**src/rtl/fifo_wr_arbiter_if.sv**
```systemverilog
// Write-side bundle between NREQ producers, the arbiter and one FIFO port.
// slave = arbiter side, master = producer/FIFO side.
interface fifo_wr_arbiter_if #(
    parameter int NREQ  = 4,
    parameter int WIDTH = 8
);
    logic [NREQ-1:0]       req_i;
    logic [NREQ*WIDTH-1:0] wdata_i;
    logic [NREQ-1:0]       gnt_o;
    logic [NREQ-1:0]       ack_o;
    logic                  fifo_wr_en_o;
    logic [WIDTH-1:0]      fifo_wdata_o;
    logic                  fifo_full_i;
    logic [15:0]           stall_cnt_o;

    modport slave (
        input  req_i, wdata_i, fifo_full_i,
        output gnt_o, ack_o, fifo_wr_en_o, fifo_wdata_o, stall_cnt_o
    );

    modport master (
        output req_i, wdata_i, fifo_full_i,
        input  gnt_o, ack_o, fifo_wr_en_o, fifo_wdata_o, stall_cnt_o
    );
endinterface

```
**src/rtl/fifo_wr_arbiter.sv**
```systemverilog
// Round-robin arbiter sharing one FIFO write port among NREQ producers.
// Optional: define FIFO_ARB_STALL_CNT_EN to build the full-stall counter.
module fifo_wr_arbiter #(
    parameter int NREQ      = 4,
    parameter int WIDTH     = 8,
    parameter int MAX_BURST = 4
) (
    input  logic               clk_i,
    input  logic               rst_ni,
    fifo_wr_arbiter_if.slave   bus
);
    localparam int IW = (NREQ > 1) ? $clog2(NREQ) : 1;

    localparam logic [0:0] S_IDLE  = 1'b0;
    localparam logic [0:0] S_BURST = 1'b1;

    logic [0:0]      state_q, state_d;
    logic [IW-1:0]   owner_q, owner_d;
    logic [IW-1:0]   last_q, last_d;
    logic [3:0]      bcnt_q, bcnt_d;
    logic [NREQ-1:0] gnt_q, gnt_d;
    logic [IW-1:0]   pick;
    logic [IW-1:0]   idx;
    logic            own_req;
    logic            wr_en;
    logic [WIDTH-1:0] own_data;

    // Round-robin pick: first requester after last, lowest distance wins
    always_comb begin
        pick = last_q;
        idx  = '0;
        for (int i = NREQ; i >= 1; i--) begin
            idx = IW'((int'(last_q) + i) % NREQ);
            if (bus.req_i[idx]) pick = idx;
        end
    end

    // Owner request and data steering
    always_comb begin
        own_req  = 1'b0;
        own_data = '0;
        for (int k = 0; k < NREQ; k++) begin
            if (owner_q == IW'(k)) begin
                own_req  = bus.req_i[k];
                own_data = bus.wdata_i[k*WIDTH +: WIDTH];
            end
        end
    end

    assign wr_en = (state_q == S_BURST) && own_req && !bus.fifo_full_i;

    // Next-state: arbitrate in IDLE, count writes and release in BURST
    always_comb begin
        state_d = state_q;
        owner_d = owner_q;
        last_d  = last_q;
        bcnt_d  = bcnt_q;
        gnt_d   = gnt_q;
        unique case (state_q)
            S_IDLE: begin
                if (|bus.req_i) begin
                    state_d = S_BURST;
                    owner_d = pick;
                    bcnt_d  = '0;
                    gnt_d   = NREQ'(1) << pick;
                end
            end
            S_BURST: begin
                if (wr_en) bcnt_d = bcnt_q + 4'd1;
                if ((wr_en && bcnt_q == 4'(MAX_BURST - 1)) || !own_req) begin
                    state_d = S_IDLE;
                    gnt_d   = '0;
                    last_d  = owner_q;
                end
            end
            default: begin
                state_d = S_IDLE;
                gnt_d   = '0;
            end
        endcase
    end

    // Arbiter state registers
    always_ff @(posedge clk_i or negedge rst_ni) begin
        if (!rst_ni) begin
            state_q <= S_IDLE;
            owner_q <= '0;
            last_q  <= IW'(NREQ - 1);
            bcnt_q  <= '0;
            gnt_q   <= '0;
        end else begin
            state_q <= state_d;
            owner_q <= owner_d;
            last_q  <= last_d;
            bcnt_q  <= bcnt_d;
            gnt_q   <= gnt_d;
        end
    end

    assign bus.gnt_o        = gnt_q;
    assign bus.ack_o        = wr_en ? gnt_q : '0;
    assign bus.fifo_wr_en_o = wr_en;
    assign bus.fifo_wdata_o = (state_q == S_BURST) ? own_data : '0;

`ifdef FIFO_ARB_STALL_CNT_EN
    logic [15:0] stall_q;

    // Count cycles the owner wants to write but the FIFO is full
    always_ff @(posedge clk_i or negedge rst_ni) begin
        if (!rst_ni) begin
            stall_q <= '0;
        end else if (state_q == S_BURST && own_req && bus.fifo_full_i
                     && stall_q != 16'hFFFF) begin
            stall_q <= stall_q + 16'd1;
        end
    end

    assign bus.stall_cnt_o = stall_q;
`else
    assign bus.stall_cnt_o = 16'h0000;
`endif

endmodule

```
**src/flat_wrapper.sv**
```systemverilog
// flat-port wrapper written by rule: the top's interface ports become plain ports
module fifo_wr_arbiter_flat 
#(
    parameter int NREQ      = 4,
    parameter int WIDTH     = 8,
    parameter int MAX_BURST = 4
)
  (clk_i, rst_ni, bus_req_i, bus_wdata_i, bus_fifo_full_i, bus_gnt_o, bus_ack_o, bus_fifo_wr_en_o, bus_fifo_wdata_o, bus_stall_cnt_o);
  fifo_wr_arbiter_if #(.NREQ(NREQ), .WIDTH(WIDTH)) bus_i ();
  input  logic clk_i;
  input  logic rst_ni;
  input wire logic [$bits(bus_i.req_i)-1:0] bus_req_i;
  input wire logic [$bits(bus_i.wdata_i)-1:0] bus_wdata_i;
  input wire logic [$bits(bus_i.fifo_full_i)-1:0] bus_fifo_full_i;
  output wire logic [$bits(bus_i.gnt_o)-1:0] bus_gnt_o;
  output wire logic [$bits(bus_i.ack_o)-1:0] bus_ack_o;
  output wire logic [$bits(bus_i.fifo_wr_en_o)-1:0] bus_fifo_wr_en_o;
  output wire logic [$bits(bus_i.fifo_wdata_o)-1:0] bus_fifo_wdata_o;
  output wire logic [$bits(bus_i.stall_cnt_o)-1:0] bus_stall_cnt_o;
  assign bus_i.req_i = bus_req_i;
  assign bus_i.wdata_i = bus_wdata_i;
  assign bus_i.fifo_full_i = bus_fifo_full_i;
  assign bus_gnt_o = bus_i.gnt_o;
  assign bus_ack_o = bus_i.ack_o;
  assign bus_fifo_wr_en_o = bus_i.fifo_wr_en_o;
  assign bus_fifo_wdata_o = bus_i.fifo_wdata_o;
  assign bus_stall_cnt_o = bus_i.stall_cnt_o;
  fifo_wr_arbiter #(.NREQ(NREQ), .WIDTH(WIDTH), .MAX_BURST(MAX_BURST)) u_core (.clk_i(clk_i), .rst_ni(rst_ni), .bus(bus_i));
endmodule
```
**config.mk**
```make
export PLATFORM = sky130hd
export DESIGN_NAME = fifo_wr_arbiter_flat
export DESIGN_NICKNAME = d
export VERILOG_FILES = /design/src/rtl/fifo_wr_arbiter_if.sv /design/src/rtl/fifo_wr_arbiter.sv /design/src/flat_wrapper.sv
export SDC_FILE = /design/constraint.sdc
export NUM_CORES = 1
export LEC_CHECK = 0
export ABC_AREA = 0
export BUFFER_PORTS_ARGS = -buffer_cell sky130_fd_sc_hd__buf_2
export CORE_ASPECT_RATIO = 0.5
export CORE_MARGIN = 2
export CORE_UTILIZATION = 42
export CTS_CLUSTER_SIZE = 16
export DETAILED_ROUTE_END_ITERATION = 16
export PLACE_DENSITY = 0.84
export SYNTH_ARGS = -nofsm -noshare
export SYNTH_HDL_FRONTEND = slang
export SYNTH_SLANG_ARGS = --single-unit
```
**constraint.sdc**
```tcl
create_clock -name clk_i -period 2 [get_ports clk_i]
set_input_delay 0.4 -clock clk_i [delete_from_list [all_inputs] [get_ports clk_i]]
set_output_delay 0.4 -clock clk_i [all_outputs]
set_load 0.01 [all_outputs]
```
==> impl_metrics.tcl <==
set metrics [dict create \
    syn_inst 107 \
    antenna_found_initial 0 \
    crit_type "reg2out" \
    stdcell_area_sq_um 1550 \
    cts.clk_slew.worst_paths_ns 0.06 \
    dr_total_vias 1035 \
    cts_tree "done" \
    clock_sinks 13 \
    place_hpwl_um 2030 \
    synth_area_per_cell_sq_um 10.2 \
    power_leakage_nw 0.787 \
    finClkSkew_ns 0.00679 \
    endpoint_kind "output port" \
    final_cell_mix "buf_2, conb_1, nand2_1, buf_6" \
    hold_violations 0 \
    critPathMaxStageDelay_ns 0.54 \
    grt_start_max_net_pins 14 \
    drv_cap 0 \
    cpLargestDelayFamily "multiplexers" \
    cts_inserted_buffers 3 \
    rows 13 \
    crit_chain "mux4_2 > and3b_4 > and2_4 > buf_6" \
    status "finished, violations left" \
    timing.final.ws_setup_ns -0.0344 \
    setup_viol 5 \
    routedWlPerCell_um 14.0 \
    power.density_nw_per_um2 1350 \
    gp_congestion 0.762 \
    path_buf_inv 1 \
    initial_core_util 0.431 \
    remaining_drc_errors 0 \
    wl_um 2890 \
    io_pins 72 \
    crit_arrival_ns 1.63 \
    clock_path_buffers 2 \
    dieArea_sq_um 3060 \
    fmax_ghz 0.492 \
    placed_area_sq_um 1380 \
    synth_area_sq_um 1090 \
    drtIter0Drc 23 \
    via_per_inst 5.00 \
    drtPass1Iterations 4 \
    final_common_cell "buf_2" \
    ys_seq_area_frac 0.299 \
    fin_nets 211 \
    fin_crit_ns 2.03 \
    worstPathRequired_ns 1.60 \
    peakVddDrop_mv 0.585 \
    grt_overflow 0 \
    yosys_register_bits 13 \
    core-area_sq_um 2540 \
    hold_ws_ns 0.0243 \
    crit_fanout 6 \
    grt_pass1_wl_um 4270 \
    min_period_over_period 1.02 \
    hold_class "in2async" \
    ys_warn_count 0 \
    grt_usage 0.187 \
    die_y_um 40.1 \
    area_delta_synth_final_pct 41.4 \
    violations "setup timing" \
    die_w_um 76.2 \
    cts_root_buf "clkbuf_8" \
    slew_viol_final 0 \
    worst_path_max_delay_cell "mux4_2" \
    fin_tns_setup_ns -0.151 \
    diodes 0 \
    yosysUniqueCellTypes 35 \
    drive_gt1_frac 0.559 \
    critPathLaunchType "flop" \
    cts_max_level 1 \
    clock_latency_ns 0.25 \
    grt_pass1_vias 940 \
    ant_nets 0 \
    port_buffers 55 \
    rsz0062_at_grt "true" \
]
-- repair_timing --
action	CTS	global route
setup endpoints to repair	12	13
setup buffers	3	2
hold buffers	0	0
resized for setup	6	15
pin swaps	4	8
-- per-stage QoR --
stage	setup WS, ns	utilization	cells	total power [mW]
global placement	0.0830	0.542	198	1.57
CTS	-0.0195	0.578	205	1.90
floorplan	0.214	-	122	1.25
global route	-0.0784	0.610	207	2.23
detailed placement	0.0716	0.542	198	1.61
finish	-0.0344	0.610	207	2.09
-- area by class of cell --
class,count,area (sq um)
clock buffer,4,45.0
inverter,3,11.3
sequential,13,329
timing repair buffer,65,429
multi-input combinational,85,687
tap,37,46.3
fill,209,990
-- per-layer routing --
| metal | global-route usage | vias to the layer above | share of wire |
|---|---|---|---|
| met5 | 0 | - | 0 |
| met4 | 0.0955 | 0 | 0.023 |
| met3 | 0.0518 | 8 | 0.056 |
| met2 | 0.363 | 44 | 0.53 |
| met1 | 0.202 | 506 | 0.39 |
| li1 | - | 477 | - |
-- state kept, by name, indices dropped and copies added, names as in the netlist --
| signal | cells |
|---|---|
| u_core.bus.gnt_o | 4 |
| u_core.owner_q | 2 |
| u_core.bcnt_q | 4 |
| u_core.state_q | 1 |
| u_core.last_q | 2 |
-- final timing paths --
path,startpoint,slack [ns],depth (start not counted),to
worst max-delay path,u_core.owner_q[1]$_DFFE_PN0P_,-0.03,4,bus_ack_o[0]
worst min-delay path,rst_ni,0.02,1,u_core.bcnt_q[2]$_DFFE_PN0P_
worst max register to register,u_core.owner_q[1]$_DFFE_PN0P_,0.11,6,u_core.bus.gnt_o[2]$_DFFE_PN0P_
worst min register to register,u_core.bcnt_q[3]$_DFFE_PN0P_,0.49,1,u_core.bcnt_q[3]$_DFFE_PN0P_
max in group asynchronous,rst_ni,1.69,1,u_core.last_q[0]$_DFFE_PN1P_
min in group clk_i,u_core.bcnt_q[3]$_DFFE_PN0P_,0.49,1,u_core.bcnt_q[3]$_DFFE_PN0P_
-- power by group --
part	switching, mW	total [mW]	internal [mW]
registers	0.120	0.504	0.384
clock network	0.0937	0.234	0.141
logic	0.571	1.35	0.783
-- cell usage after synthesis (all sizes together) --
| library cell | instances | area, sq um |
|---|---|---|
| a21bo | 1 | 16.3 |
| o21ai | 2 | 10.0 |
| o31a | 1 | 8.76 |
| mux4 | 9 | 203 |
| nand2 | 13 | 48.8 |
| mux2i | 3 | 30.0 |
| buf | 18 | 136 |
| a21oi | 3 | 15.0 |
| o31ai | 1 | 7.51 |
| a32o | 2 | 20.0 |
| dfstp | 2 | 52.6 |
| inv | 3 | 11.3 |
| nor3 | 1 | 5.00 |
| dfrtp | 11 | 275 |
| a211oi | 1 | 7.51 |
| and2 | 13 | 83.8 |
| a21o | 1 | 7.51 |
| nand3 | 1 | 5.00 |
| nor2b | 1 | 6.26 |
| a31o | 1 | 8.76 |
| conb | 1 | 3.75 |
| nand4 | 1 | 6.26 |
| mux2 | 2 | 22.5 |
| nand2b | 1 | 6.26 |
| and3b | 2 | 21.3 |
| clkbuf | 3 | 11.3 |
| or3 | 1 | 6.26 |
| nor2 | 4 | 15.0 |
| or4b | 1 | 13.8 |
| o32ai | 2 | 17.5 |
| ha | 1 | 12.5 |
-- cell families after synthesis --
family | share of synthesized area
buffers and inverters | 0.145
other | 0.00343
multiplexers | 0.233
AO/OA/AOI/OAI | 0.109
adder cells (fa/ha/maj) | 0.0114
flip-flops | 0.299
AND/OR/NAND/NOR | 0.199
Note: power is estimated with default switching activity, not from simulation.
